## src/rtl/bcd_serial_adder_ctrl.sv

```systemverilog
// Multi-digit packed-BCD adder controller: one decimal digit per clock with a chained carry.
// Optional BCD_DIGIT_CHECK_EN flags captured operand digits above 9 on err.
module bcd_serial_adder_ctrl #(
  parameter int unsigned DIGITS = 4
) (
  input  logic                clk,
  input  logic                rst,
  input  logic                start,
  output logic                in_ready,
  input  logic [4*DIGITS-1:0] a,
  input  logic [4*DIGITS-1:0] b,
  input  logic                cin,
  output logic                out_valid,
  input  logic                out_ready,
  output logic [4*DIGITS-1:0] sum,
  output logic                cout,
  output logic                busy,
  output logic                err
);

  localparam int unsigned W  = 4 * DIGITS;
  localparam int unsigned IW = (DIGITS > 1) ? $clog2(DIGITS) : 1;
  localparam int unsigned SW = IW + 2;

  typedef enum logic [1:0] {
    IDLE,
    ADD,
    DONE
  } state_t;

  state_t        state;
  logic [W-1:0]  a_q;
  logic [W-1:0]  b_q;
  logic [IW-1:0] idx;
  logic          carry;

  logic [SW-1:0] shift;
  logic [3:0]    dig_a;
  logic [3:0]    dig_b;
  logic [3:0]    dig_s;
  logic [4:0]    raw;
  logic          carry_nxt;
  logic          last;

  // One-digit add-and-correct stage, steered by the digit index
  always_comb begin
    shift = {idx, 2'b00};
    dig_a = 4'(a_q >> shift);
    dig_b = 4'(b_q >> shift);
    raw   = 5'(dig_a) + 5'(dig_b) + 5'(carry);
    dig_s = raw[3:0];
    carry_nxt = 1'b0;
    if (raw > 5'd9) begin
      dig_s     = 4'(raw + 5'd6);
      carry_nxt = 1'b1;
    end
    last = (idx == IW'(DIGITS - 1));
  end

  always_ff @(posedge clk or posedge rst) begin
    if (rst) begin
      state     <= IDLE;
      in_ready  <= 1'b1;
      out_valid <= 1'b0;
      busy      <= 1'b0;
      sum       <= '0;
      cout      <= 1'b0;
      idx       <= '0;
      carry     <= 1'b0;
      a_q       <= '0;
      b_q       <= '0;
`ifdef BCD_DIGIT_CHECK_EN
      err       <= 1'b0;
`endif
    end else begin
      case (state)
        IDLE: begin
          if (start) begin
            a_q      <= a;
            b_q      <= b;
            carry    <= cin;
            sum      <= '0;
            idx      <= '0;
`ifdef BCD_DIGIT_CHECK_EN
            err      <= 1'b0;
`endif
            state    <= ADD;
            in_ready <= 1'b0;
            busy     <= 1'b1;
          end
        end
        ADD: begin
          // Replace only the current digit slot of the result
          sum   <= (sum & ~(W'(4'hF) << shift)) | (W'(dig_s) << shift);
          carry <= carry_nxt;
`ifdef BCD_DIGIT_CHECK_EN
          if ((dig_a > 4'd9) || (dig_b > 4'd9)) begin
            err <= 1'b1;
          end
`endif
          if (last) begin
            cout      <= carry_nxt;
            state     <= DONE;
            busy      <= 1'b0;
            out_valid <= 1'b1;
          end else begin
            idx <= idx + IW'(1);
          end
        end
        DONE: begin
          if (out_ready) begin
            state     <= IDLE;
            out_valid <= 1'b0;
            in_ready  <= 1'b1;
          end
        end
        default: begin
          state <= IDLE;
        end
      endcase
    end
  end

`ifndef BCD_DIGIT_CHECK_EN
  assign err = 1'b0;
`endif

endmodule
```

## config.mk

```make
export PLATFORM = sky130hd
export DESIGN_NAME = bcd_serial_adder_ctrl
export DESIGN_NICKNAME = d
export VERILOG_FILES = /design/src/rtl/bcd_serial_adder_ctrl.sv
export SDC_FILE = /design/constraint.sdc
export NUM_CORES = 1
export LEC_CHECK = 0
export BUFFER_PORTS_ARGS = -buffer_cell sky130_fd_sc_hd__buf_4
export CAP_MARGIN = 20
export CORE_MARGIN = 10
export CORE_UTILIZATION = 40
export CTS_BUF_LIST = sky130_fd_sc_hd__clkbuf_8
export DETAILED_ROUTE_END_ITERATION = 12
export HOLD_SLACK_MARGIN = 0.12
export PLACE_DENSITY = 0.76
export SLEW_MARGIN = 20
export SYNTH_ARGS = -nofsm -noshare
export SYNTH_HDL_FRONTEND = slang
export SYNTH_SLANG_ARGS = --single-unit
```

## constraint.sdc

```tcl
create_clock -name clk -period 3.8 [get_ports clk]
set_input_delay 0.19 -clock clk [delete_from_list [all_inputs] [get_ports clk]]
set_output_delay 0.19 -clock clk [all_outputs]
set_load 0.02 [all_outputs]
```

==> results.sh <==
export IMPL_async_flop_share_pct=100
export IMPL_h_tree_depth=3
export IMPL_cts_tree="done"
export IMPL_setup_tns_ns=0
export IMPL_slew_headroom_pct=53.5
export IMPL_vias=2110
export IMPL_synth_compound_area_share_pct=11.6
export IMPL_syn_area_per_cell_um2=12.0
export IMPL_dr_pass1_iters=4
export IMPL_gr_total_overflow=0
export IMPL_worstPathMaxFanout=5
export IMPL_ys_seq_area_share_pct=50.9
export IMPL_drt_first_iter_violations=56
export IMPL_fmaxAchievable_mhz=288
export IMPL_grt_pass1_wl_um=11100
export IMPL_core_area_mm2=0.00679
export IMPL_postCtsResizedCells=0
export IMPL_synth_edf_count=0
export IMPL_fp_dieH_um=104
export IMPL_syn_to_final_growth_pct=37.8
export IMPL_worstPathRequired_ns=4.02
export IMPL_hold_viol_final=0
export IMPL_place_congestion=0.757
export IMPL_synth_yosys_warnings=0
export IMPL_routed_wl_met3_um=237
export IMPL_synthAdderAreaFrac_pct=5.45
export IMPL_synth_seq_cells=57
export IMPL_final_cell_mix="buf_4 (61), dfrtp_1 (56), dlygate4sd3_1 (34), nand2_1 (29), mux2_2 (28)"
export IMPL_setup_violations=0
export IMPL_die_x_um=104
export IMPL_rsz0062_at_grt="no"
export IMPL_layout_commonest_cell="buf_4"
export IMPL_ant_nets=0
export IMPL_fillers=574
export IMPL_hold_path_class="input pin to register"
export IMPL_arrival_ns=3.70
export IMPL_die_area_mm2=0.0108
export IMPL_drt_total_wl_um=6440
export IMPL_antenna_found_initial=0
export IMPL_synthCells=234
export IMPL_worstSetupEndpointType="register"
export IMPL_ios=58
export IMPL_clock_sinks=57
export IMPL_fin_nets=377
export IMPL_setup_worst_path_start_class="register"
export IMPL_rows=30
export IMPL_syn_cell_area_mm2=0.00280
export IMPL_met1_length_um=2790
export IMPL_finalMaxSlewViolations=0
export IMPL_status="finished clean"
export IMPL_post_route_min_period_ns=3.48
export IMPL_synth_xor_area_share_pct=1.21
export IMPL_worst_pin_slew_ns=0.697
export IMPL_drc=0
export IMPL_start_util_pct=41.3
export IMPL_io_buffer_count=56
export IMPL_cts_buffer_depth=2
export IMPL_path_class="register to register"
export IMPL_grt_pass1_vias=2290
export IMPL_grt_total_usage_pct=12.4
export IMPL_wl_per_cell_um=15.0
export IMPL_synthMuxAreaShare_pct=19.6
export IMPL_grt_max_degree=58
export IMPL_num_antenna_cells=0
export IMPL_clock_latency_ns=0.34
export IMPL_cap_violations=0
export IMPL_yosys_area_share_simple_pct=7.50
export IMPL_fin_crit_sh_pct=91.5
export IMPL_fin_worst_skew_ns=0.00727
export IMPL_drive_gt1_share_pct=37.1
export IMPL_cts_made_buffers=9
export IMPL_dp_hpwl_um=4640
export IMPL_cts_root_buf="clkbuf_8"
export IMPL_yosysUniqueCellTypes=40
export IMPL_maxUsedRoutingLayer="met4"
export IMPL_via_per_inst=4.91
export IMPL_synth_ff_type="dfrtp_1"
export IMPL_dr_wl_met2_um=3290
export IMPL_clk_pin_slew_ns=0.07
export IMPL_synth_nets=282
export IMPL_synth_top_family_by_area="multiplexers"
-- cell families (layout without fill, tap and decap cells) --
group / after synthesis / after routing
other: 1 / 1
AO/OA/AOI/OAI: 49 / 49
AND/OR/NAND/NOR: 48 / 48
buffers and inverters: 24 / 124
adder cells (fa/ha/maj): 11 / 11
multiplexers: 41 / 41
XOR/XNOR: 3 / 3
flip-flops: 57 / 57
-- state kept, by name (all words and copies together) (netlist names) --
| signal | cells |
|---|---|
| in_ready | 1 |
| a_q | 16 |
| idx | 2 |
| b_q | 16 |
| busy | 1 |
| sum | 16 |
| out_valid | 1 |
| state | 2 |
| carry | 1 |
| cout | 1 |
-- critical path, stage by stage (launching register included) --
cell,delay (ns)
dfrtp_1,0.48
mux4_2,0.55
fa_1,0.44
inv_1,0.09
fa_1,0.52
ha_1,0.28
a21boi_0,0.16
a31o_4,0.24
o31ai_4,0.26
xor2_2,0.23
o21ai_1,0.11
-- layer usage --
| metal | vias to the layer above | track usage, % |
|---|---|---|
| met2 | 54 | 20.6 |
| li1 | 1014 | - |
| met1 | 1031 | 14.5 |
| met3 | 11 | 3.16 |
| met5 | - | 0 |
| met4 | 0 | 5.96 |
-- synthesized netlist by cell type, types with 2 or more instances --
| library cell | count | area share, % |
|---|---|---|
| inv_1 | 11 | 1.5 |
| ha_1 | 9 | 4.0 |
| buf_2 | 5 | 0.89 |
| a21o_1 | 5 | 1.3 |
| mux4_2 | 8 | 6.4 |
| o21ai_1 | 10 | 1.8 |
| fa_1 | 2 | 1.4 |
| nand3_1 | 5 | 0.89 |
| inv_2 | 2 | 0.27 |
| and3_1 | 2 | 0.45 |
| a21oi_1 | 9 | 1.6 |
| nor2b_1 | 2 | 0.45 |
| nor2_1 | 6 | 0.80 |
| mux2_2 | 28 | 11 |
| mux2_1 | 4 | 1.6 |
| clkbuf_1 | 4 | 0.54 |
| dfrtp_1 | 56 | 50 |
| nand2_1 | 29 | 3.9 |
| xnor2_1 | 2 | 0.63 |
| o31ai_1 | 2 | 0.54 |
| o21ai_0 | 14 | 2.5 |
-- final timing paths --
| kind | startpoint | endpoint | slack [ns] | cells after the start |
|---|---|---|---|---|
| setup / recovery | idx[0]$_DFFE_PP0P_ | sum[13]$_DFFE_PP0P_ | 0.32 | 10 |
| hold / removal | start | busy$_DFFE_PP0P_ | 0.19 | 3 |
| setup reg to reg | idx[0]$_DFFE_PP0P_ | sum[13]$_DFFE_PP0P_ | 0.32 | 10 |
| hold reg to reg | a_q[2]$_DFFE_PP0P_ | a_q[2]$_DFFE_PP0P_ | 0.49 | 1 |
| max in group asynchronous | rst | b_q[9]$_DFFE_PP0P_ | 2.73 | 4 |
| min in group asynchronous | rst | sum[6]$_DFFE_PP0P_ | 0.61 | 4 |
-- through the flow --
step	utilization [%]	std cells	setup slack [ns]	cell area (um2)	hold WS, ns
finish	56.8	430	0.324	3860	0.193
detailed placement	49.0	380	0.297	3330	0.389
global route	56.8	430	0.0555	3860	0.245
CTS	56.8	430	0.291	3860	0.177
global placement	49.0	380	0.421	3330	0.385
floorplan	-	234	0.0476	2800	0.276
-- repair_timing --
| item | 4_1_cts | 5_1_grt |
|---|---|---|
| buffers inserted | 0 | 0 |
| endpoints found under the hold margin | 89 | 0 |
| hold buffers | 34 | 0 |
| setup endpoints to repair | 0 | 0 |
-- final cells by class --
| class | instances | area, um2 | share of cell area (%) |
|---|---|---|---|
| clock buffers | 12 | 165 | 4.28 |
| clock inverters | 4 | 26.3 | 0.680 |
| inverters | 13 | 48.8 | 1.26 |
| multi-input cells | 153 | 1270 | 33.0 |
| flip-flops and latches | 57 | 1430 | 37.0 |
| well taps | 96 | 120 | 3.11 |
| repair buffers | 95 | 798 | 20.7 |
Power is left out: the tool's default activity adds up to more than one toggle a clock period on the data nets, which glitch-free logic cannot reach.
